**config.mk**
```make
export PLATFORM = sky130hd
export DESIGN_NAME = fog_cfg_sequencer
export DESIGN_NICKNAME = d
export VERILOG_FILES = /design/src/rtl/fog_cfg_sequencer.sv
export SDC_FILE = /design/constraint.sdc
export NUM_CORES = 1
export LEC_CHECK = 0
export CORE_MARGIN = 5
export CORE_UTILIZATION = 55
export DETAILED_ROUTE_END_ITERATION = 16
export DONT_BUFFER_PORTS = 1
export PLACE_DENSITY_LB_ADDON = 0.2
export SYNTH_ARGS = -nofsm -noshare
export SYNTH_HDL_FRONTEND = slang
export SYNTH_SLANG_ARGS = --single-unit
```
**constraint.sdc**
```tcl
create_clock -name i_clk -period 23.8 [get_ports i_clk]
set_input_delay 1.19 -clock i_clk [delete_from_list [all_inputs] [get_ports i_clk]]
set_output_delay 1.19 -clock i_clk [all_outputs]
set_load 0.005 [all_outputs]
```
**src/rtl/fog_cfg_sequencer.sv**
```systemverilog
// FOG loop run-time parameter bank: shadow writes, atomic commit on modulation sync, settle window.
// Optional FOG_CFG_FB_GATE_EN: hold fb_ON at 0 through settle when freq/amplitude parameters change.
module fog_cfg_sequencer #(
    parameter logic        [31:0] DEF_FREQ_CNT = 32'd100,
    parameter logic        [31:0] DEF_AMP_H    = 32'd8192,
    parameter logic signed [31:0] DEF_AMP_L    = -32'sd8192,
    parameter logic        [31:0] DEF_WAIT_CNT = 32'd20,
    parameter int unsigned        SETTLE_SYNCS = 4
) (
    input  logic        i_clk,
    input  logic        i_rst,
    input  logic        i_wr_valid,
    output logic        o_wr_ready,
    input  logic [3:0]  i_wr_addr,
    input  logic [31:0] i_wr_data,
    output logic        o_wr_err,
    input  logic        i_commit,
    input  logic        i_sync,
    input  logic [31:0] i_timeout_cnt,
    output logic [31:0] o_freq_cnt,
    output logic [31:0] o_amp_H,
    output logic [31:0] o_amp_L,
    output logic [31:0] o_wait_cnt,
    output logic [31:0] o_err_offset,
    output logic [31:0] o_avg_sel,
    output logic [31:0] o_const_step,
    output logic [31:0] o_fb_ON,
    output logic [31:0] o_gainSel_step,
    output logic [31:0] o_gainSel_ramp,
    output logic        o_polarity,
    output logic        o_busy,
    output logic        o_commit_done,
    output logic        o_timeout
);
    localparam int unsigned DW     = 32;
    localparam int unsigned NPAR   = 10;
    localparam int unsigned IW     = 4;
    localparam int unsigned SW     = 8;
    localparam int unsigned FB_IDX = 7;

    typedef enum logic [1:0] {S_IDLE, S_ARM, S_COMMIT, S_SETTLE} state_t;

    state_t         state_q, state_d;
    logic [DW-1:0]  sh_q  [NPAR];
    logic [DW-1:0]  act_q [NPAR];
    logic           sh_pol_q, act_pol_q;
    logic [DW-1:0]  tmo_cnt_q, tmo_inc;
    logic [SW-1:0]  settle_q, settle_inc;
    logic           wr_ready_q, wr_err_q, busy_q, done_q, timeout_q;
    logic           wr_fire, wr_hit, wr_pol;
    logic [IW-1:0]  wr_idx;
    logic           load, tmo_hit, done;

    // Bank index for parameters 0..9; polarity (addr 3) is held separately as a single bit.
    function automatic logic [DW-1:0] def_val(input int unsigned idx);
        case (idx)
            0:       def_val = DEF_FREQ_CNT;
            1:       def_val = DEF_AMP_H;
            2:       def_val = DW'(DEF_AMP_L);
            3:       def_val = DEF_WAIT_CNT;
            default: def_val = '0;
        endcase
    endfunction

    assign wr_fire    = i_wr_valid & wr_ready_q;
    assign tmo_inc    = (tmo_cnt_q == '1) ? tmo_cnt_q : tmo_cnt_q + DW'(1);
    assign settle_inc = settle_q + SW'(1);

    always_comb begin
        wr_hit = 1'b1;
        wr_pol = 1'b0;
        wr_idx = '0;
        case (i_wr_addr)
            4'd0, 4'd1, 4'd2: wr_idx = i_wr_addr;
            4'd3:             wr_pol = 1'b1;
            4'd4, 4'd5, 4'd6, 4'd7, 4'd8, 4'd9, 4'd10: wr_idx = i_wr_addr - IW'(1);
            default:          wr_hit = 1'b0;
        endcase
    end

    always_ff @(posedge i_clk or posedge i_rst) begin
        if (i_rst) state_q <= S_IDLE;
        else       state_q <= state_d;
    end

    always_comb begin
        state_d = state_q;
        load    = 1'b0;
        tmo_hit = 1'b0;
        done    = 1'b0;
        case (state_q)
            S_IDLE: if (i_commit) state_d = S_ARM;
            S_ARM: begin
                if (i_sync) begin
                    state_d = S_COMMIT;
                    load    = 1'b1;
                end else if (i_timeout_cnt != '0 && tmo_inc >= i_timeout_cnt) begin
                    state_d = S_IDLE;
                    tmo_hit = 1'b1;
                end
            end
            S_COMMIT: state_d = S_SETTLE;
            S_SETTLE: begin
                if (i_sync && settle_inc == SW'(SETTLE_SYNCS)) begin
                    state_d = S_IDLE;
                    done    = 1'b1;
                end
            end
            default: state_d = S_IDLE;
        endcase
    end

    // Control counters and status pulses.
    always_ff @(posedge i_clk or posedge i_rst) begin
        if (i_rst) begin
            tmo_cnt_q  <= '0;
            settle_q   <= '0;
            wr_ready_q <= 1'b1;
            wr_err_q   <= 1'b0;
            busy_q     <= 1'b0;
            done_q     <= 1'b0;
            timeout_q  <= 1'b0;
        end else begin
            if (state_q == S_ARM) tmo_cnt_q <= tmo_inc;
            else                  tmo_cnt_q <= '0;
            if (state_q == S_COMMIT)                settle_q <= '0;
            else if (state_q == S_SETTLE && i_sync) settle_q <= settle_inc;
            wr_ready_q <= (state_d == S_IDLE);
            wr_err_q   <= wr_fire & ~wr_hit;
            busy_q     <= (state_d != S_IDLE);
            done_q     <= done;
            timeout_q  <= tmo_hit;
        end
    end

    // Shadow takes CPU writes; active bank copies the whole shadow at once.
    always_ff @(posedge i_clk or posedge i_rst) begin
        if (i_rst) begin
            for (int unsigned i = 0; i < NPAR; i++) begin
                sh_q[i]  <= def_val(i);
                act_q[i] <= def_val(i);
            end
            sh_pol_q  <= 1'b0;
            act_pol_q <= 1'b0;
        end else begin
            if (wr_fire && wr_hit) begin
                if (wr_pol) sh_pol_q     <= i_wr_data[0];
                else        sh_q[wr_idx] <= i_wr_data;
            end
            if (load) begin
                for (int unsigned i = 0; i < NPAR; i++) act_q[i] <= sh_q[i];
                act_pol_q <= sh_pol_q;
            end
        end
    end

`ifdef FOG_CFG_FB_GATE_EN
    logic [DW-1:0] fb_q;
    logic          loop_change;

    assign loop_change = (sh_q[0] != act_q[0]) | (sh_q[1] != act_q[1]) | (sh_q[2] != act_q[2]);

    // Feedback held off while the loop re-settles after a frequency or amplitude change.
    always_ff @(posedge i_clk or posedge i_rst) begin
        if (i_rst)     fb_q <= '0;
        else if (load) fb_q <= loop_change ? '0 : sh_q[FB_IDX];
        else if (done) fb_q <= act_q[FB_IDX];
    end

    assign o_fb_ON = fb_q;
`else
    assign o_fb_ON = act_q[FB_IDX];
`endif

    assign o_wr_ready     = wr_ready_q;
    assign o_wr_err       = wr_err_q;
    assign o_busy         = busy_q;
    assign o_commit_done  = done_q;
    assign o_timeout      = timeout_q;
    assign o_polarity     = act_pol_q;
    assign o_freq_cnt     = act_q[0];
    assign o_amp_H        = act_q[1];
    assign o_amp_L        = act_q[2];
    assign o_wait_cnt     = act_q[3];
    assign o_err_offset   = act_q[4];
    assign o_avg_sel      = act_q[5];
    assign o_const_step   = act_q[6];
    assign o_gainSel_step = act_q[8];
    assign o_gainSel_ramp = act_q[9];
endmodule
```
==> run metrics, run 1 <==
status complete, no violations; min-delay worst type reg -> reg; Net Sw Frac 29.3%; Peak supply drop 0.0709 mV; kind of critical path reg -> reg; initial core utilization 55.5%; DRT Wirelength 69.4 mm; fin crit share 18.9%; crit-path cells inv_1, nor2_1, nand2_4, buf_4, buf_4, buf_4, nand2_1, nand2_1; initial antenna violation count 2; vias after detailed routing 17,592; I/O Buffers 0; Post-CTS Repair Setup Buffers 0; WL/cell 21.9 um; XOR/XNOR Fraction of Synth Area 0.974%; f_max 0.222 GHz; GRT Residual Overflow 0; Final Util 61.0%; vias in the first global route 17,783; CP endpoint kind register; Final TNS setup 0 ps; Compound-Gate Fraction of Synth Area 1.63%; setup violators final 0; leakage 16.1 nW; largest family of logic cells by synthesized area simple AND/OR/NAND/NOR gates; Mapped Avg Cell Area 11.2 um^2; Max clock buf depth 3; Top FF cell, synth dfrtp_1; RSZ-0062 raised after global routing no; Worst Path Max Fanout 94; Ys Warns 0; PD cells 108 nW/um^2; Post-Synthesis Cells 2,496; Total GRT Usage 24.8%; IO Pins 399; first-pass GRT wire length 108 mm; layout net count 2,556; Die X 235 um; post_cts resized 0; cell mode on critical path buf_4; Reg with most FFs sh_q; Filler cells 4,006; Clock Power Share 33.7%; clk_lat worst skew 610 ps; register area 17,300 um^2; P_sw 0.970 mW; Synth Area in Adders 1.80%; share of layout cells above drive strength 1 20.6%; routability cong. 0.813; initial drt markers 1,374; Worst path slowest cell buf_4; syn_nets 2,609; row cnt 82; Crit path arrival time 5030 ps; Synth cell types 57; Die ar. 55,300 um^2; Post-Syn Area 27,900 um^2; max reg flops 320; peak per-stage delay on the critical path 880 ps; slew margin rel. 19.9%; number of enable flip-flop cells after synthesis 0; Max-Cap Viols 0; mux share of post-synthesis cell area 13.7%; WP data required 24,330 ps; CTS H-tree lvls 3; drt first pass iters 4; DRT antenna net count 0; Remaining DRCs 0; Post-DP HPWL 44.7 mm; Placeable Area 50,200 um^2; hold bufs inserted after CTS 0; area taken by multi-input logic gates 9800 um^2; post-synthesis async set-or-reset flop share 100%; sequential area share after synthesis 62.1%; commonest non-fill, non-tap cell in the layout nand2_1; cts bufs inserted 72; Hold Violations, Final 0; CTS Sinks 689; max-slew violation count 0; simple logic cell fraction of the synthesized area 16.9%; Layout Skew 13.3 ps; Setup crit start kind register; Seq cells post-synth 689; Flop pwr share 53.4%; internal power 2.34 mW; Via density 5.54; clk root buf clkbuf_16; TritonCTS clock tree yes; combinational power share 12.9%; largest net degree at the start of global routing 187; clock period minus worst slack 4500 ps; Clock Pin Slew Worst Setup and Hold Paths 60 ps; worst slew pin tran 1200 ps; commonest non-fill, non-tap cells in the layout nand2_1 (995), dfrtp_1 (638), mux2_2 (277), clkbuf_16 (74), dfstp_2 (51); Area Growth Syn to Fin 9.92%; Die Ht 235 um
[per-stage QoR]
| stage | instances | area (um^2) | power [mW] | setup WS, ps | hold WS (ps) |
|---|---|---|---|---|---|
| after floorplan | 2496 | 27900 | 2.03 | 3380 | 432 |
| after global placement | 3041 | 28300 | 2.18 | 19130 | 440 |
| after detailed placement | 3041 | 28300 | 2.22 | 19070 | 443 |
| after CTS | 3174 | 30600 | 3.34 | 19310 | 450 |
| after global routing | 3174 | 30600 | 3.48 | 19000 | 466 |
| final | 3176 | 30600 | 3.30 | 19300 | 449 |
[cells by family (layout without fill, tap and decap cells)]
family,count (synthesis),in the layout
and+or+nand+nor,1160,1160
xor gates and xnor gates,31,31
AOI/OAI and AO/OA,62,62
other,0,2
adders and majority gates,40,40
muxes,325,325
DFF,689,689
buffers and inverters,189,195
[layout make-up]
cell class                      instances  area share [%]
Antenna cell                            2          0.0163
Clock buffer                          112            6.90
Clock inverter                         21           0.776
Inverter                               44           0.564
Multi-Input combinational cell       1618            32.0
Sequential cell                       689            56.5
Tap cell                              672            2.75
Timing Repair Buffer                   18           0.482
[path summary, 6_finish.rpt]
path	startpoint	end	slack, ps	depth (start not counted)
worst max-delay path	state_q[0]	o_amp_H[25]	19300	8
worst min-delay path	sh_q[294]	o_freq_cnt[6]	450	2
worst max register to register	state_q[0]	o_amp_H[25]	19300	8
worst min register to register	sh_q[294]	o_freq_cnt[6]	450	2
max in group asynchronous	i_rst	o_amp_H[26]	20030	4
min in group asynchronous	i_rst	o_gainSel_ramp[14]	590	1
[synthesized netlist by cell type, types with 18 or more instances]
| cell type | count | area, um^2 |
|---|---|---|
| nand4_1 | 21 | 131 |
| dfrtp_1 | 638 | 16000 |
| a21oi_1 | 18 | 90.1 |
| mux2_2 | 277 | 3120 |
| ha_1 | 40 | 500 |
| nand2_1 | 996 | 3740 |
| xnor2_1 | 26 | 228 |
| dfstp_2 | 51 | 1340 |
| mux2_4 | 42 | 631 |
| and2_1 | 32 | 200 |
| buf_1 | 40 | 150 |
| clkbuf_1 | 73 | 274 |
| buf_2 | 19 | 95.1 |
| nor2_1 | 26 | 97.6 |
| inv_1 | 44 | 165 |
| nand3_1 | 26 | 130 |
[power groups by stage]
stage	clock network [mW]	registers [mW]	logic, mW
3_3_place_gp	0	1.78	0.406
6_report	1.11	1.77	0.426
4_1_cts	1.14	1.77	0.434
5_1_grt	1.19	1.80	0.492
3_5_place_dp	0	1.79	0.430
2_1_floorplan	0	1.67	0.366
[worst max-delay path, delay by kind of cell, from the launching register on]
kind | cells | cell delay (ps)
buffers and inverters | 4 | 2700
and+or+nand+nor | 4 | 1110
DFF | 1 | 460
[routing by layer]
layer / vias to the layer above / part of all wire, % / wire [um] / global-route usage, %
li1: 7981 / - / - / -
met1: 9029 / 41 / 28700 / 32.7
met2: 475 / 48 / 33300 / 39.7
met3: 107 / 8.7 / 6010 / 8.76
met4: 0 / 2.1 / 1470 / 6.64
met5: - / 0 / 0 / 0
Power figures use the tool's default switching activity.
==> run 2: changes to the inputs <==
==> constraint.sdc (replaced) <==
create_clock -name i_clk -period 4.05 [get_ports i_clk]
set_input_delay 0.2025 -clock i_clk [delete_from_list [all_inputs] [get_ports i_clk]]
set_output_delay 0.2025 -clock i_clk [all_outputs]
set_load 0.005 [all_outputs]
==> run 2 against run 1 <==
Compared with the run above: clock skew shrank 2.0 ps; routed wire length is 2.9% higher; sequential power rose to 5.9 times the previous value; count of clock-buffer cells in the layout decreased by 2; final cell count up 1.9%; global-route usage rose by 0.76 points; worst hold slack lost 380 ps; combinational power increased to 6.3 times the previous value; register-to-register slack got worse by 19000 ps; utilization increased by 1.8 points; maximum frequency up 22%; critical path depth grew 4.
==> run metrics, run 2 (synthesis results as in run 1) <==
status complete, no violations; Total GRT Usage 25.6% (+0.76 points); largest net degree at the start of global routing 140 (-25%); Setup crit start kind register; P_sw 5.81 mW (+500%); Post-CTS Repair Setup Buffers 0 (unchanged); Via density 5.54 (+0.11%); clock period minus worst slack 3680 ps (-826 ps); hold bufs inserted after CTS 37 (+37); max-slew violation count 0 (unchanged); clk_lat worst skew 590 ps (-20 ps); DRT Wirelength 71.4 mm (+2.9%); FF-to-FF setup slack 370 ps (-18,920 ps); initial antenna violation count 6 (+4); combinational power share 13.3% (+0.4 points); f_max 0.272 GHz (+22%); Clock Pin Slew Worst Setup and Hold Paths 60 ps (about the same); routability cong. 0.879 (+8.1%); WL/cell 22.1 um (+0.96%); cts bufs inserted 73 (+1.4%); initial drt markers 1,282 (-6.7%); Final Util 62.9% (+1.8 points); GRT Residual Overflow 0 (unchanged); slew margin rel. 23.2% (+3.3 points); min-delay worst type in -> reg; initial core utilization 55.5% (unchanged); Crit path arrival time 4210 ps (-820 ps); CTS Sinks 689 (unchanged); FF-to-FF path depth 12 (+4); Clock Power Share 35.4% (+1.7 points); clk root buf clkbuf_16; Flop pwr share 51.3% (-2.1 points); I/O Buffers 0 (unchanged); Post-DP HPWL 46.3 mm (+3.5%); R2R Path End o_busy; Layout Skew 11.3 ps (-1.98 ps); CP endpoint kind register; IO Pins 399 (unchanged); Reg with most FFs sh_q; Hold Violations, Final 0 (unchanged); RSZ-0062 raised after global routing no; internal power 14.4 mW (+520%); Die Ht 235 um (unchanged); WP data required 4580 ps (-19,750 ps); Hold Path Stages 3 (+1); Max clock buf depth 3 (unchanged); vias after detailed routing 17,949 (+2.0%); drt first pass iters 5 (+1); commonest non-fill, non-tap cells in the layout nand2_1 (995), dfrtp_1 (638), mux2_2 (277), clkbuf_16 (78), dfstp_2 (51); DRT antenna net count 0 (unchanged); CTS H-tree lvls 3 (unchanged); Die ar. 55,300 um^2 (unchanged); post_cts resized 0 (unchanged); layout net count 2,616 (+2.3%); Peak supply drop 0.442 mV (+520%); Filler cells 3,900 (-2.6%); worst slew pin tran 1150 ps (-46.5 ps); Hold Crit Start i_wr_addr[0]; PD cells 640 nW/um^2 (+490%); Net Sw Frac 28.8% (-0.57 points); WHS Endpoint sh_q[287]; share of layout cells above drive strength 1 21.5% (+0.84 points); row cnt 82 (unchanged); Placeable Area 50,200 um^2 (unchanged); Hold Worst Slack 69.7 ps (-380 ps); setup violators final 0 (unchanged); Die X 235 um (unchanged); Worst Path Max Fanout 10 (-89%); vias in the first global route 18,070 (+1.6%); kind of critical path reg -> reg; first-pass GRT wire length 111 mm (+2.5%); Max-Cap Viols 0 (unchanged); TritonCTS clock tree yes; r2r startpoint tmo_cnt_q[6]; Remaining DRCs 0 (unchanged); max reg flops 320 (unchanged); commonest non-fill, non-tap cell in the layout nand2_1; leakage 16.5 nW (+2.7%); fin crit share 90.7% (+72 points); Area Growth Syn to Fin 13.2%
==> run 2: area by class of cell <==
class                   count  area [um^2]  area share (%)
flip-flops and latches    689        17300            54.9
multi-input cells        1618         9800            31.1
clock buffers             110         2240            7.11
well taps                 672          841            2.67
repair buffers             77          808            2.56
clock inverters            24          365            1.16
inverters                  44          169           0.536
diodes                      3         7.51          0.0238
==> run 2: power groups by stage <==
stage,clock network [mW],logic [mW],registers [mW]
after global placement,0,2.47,10.4
after floorplan,0,2.15,9.80
after detailed placement,0,2.60,10.5
after global routing,7.58,3.08,10.6
final,7.14,2.69,10.4
after CTS,7.29,2.73,10.4
==> run 2: how the worst max path moves through the flow <==
stage                 start    endpoint  slack [ps]  cells after the start
2_1_floorplan         i_rst  o_amp_H[0]       -5540                      1
3_3_place_gp   tmo_cnt_q[6]      o_busy         490                     12
3_5_place_dp   tmo_cnt_q[6]      o_busy         450                     12
4_1_cts        tmo_cnt_q[6]      o_busy         430                     12
5_1_grt        tmo_cnt_q[6]      o_busy          10                     12
6_report       tmo_cnt_q[6]      o_busy         370                     12
==> run 2: stage by stage <==
stage               setup TNS, ps  instances  worst slack, ps  total power [mW]  instance area, um^2
finish                          0       3237              375              20.2                31500
floorplan                -3680760       2496            -5540              11.9                27900
global placement                0       3063              486              12.9                28600
CTS                             0       3234              429              20.4                31500
detailed placement              0       3063              453              13.1                28600
global route                    0       3236             9.86              21.2                31500
==> run 2: layer usage <==
layer / up-vias / part of all wire [%] / global-route usage [%]
li1: 8089 / - / -
met1: 9201 / 42 / 34.0
met5: - / 0.018 / 0
met3: 119 / 8.9 / 9.13
met4: 2 / 3.0 / 8.09
met2: 538 / 47 / 39.9
==> run 2: critical path, stage by stage, from the launching register on <==
cell      delay [ps]
dfrtp_1          400
and4_1           280
and4_1           430
nand4_1          450
nand4_1          260
xnor2_1          170
ha_1             290
a21oi_1          140
o21ai_0           90
a221oi_1         310
o21ai_0          140
a22oi_1          450
a211o_1          200
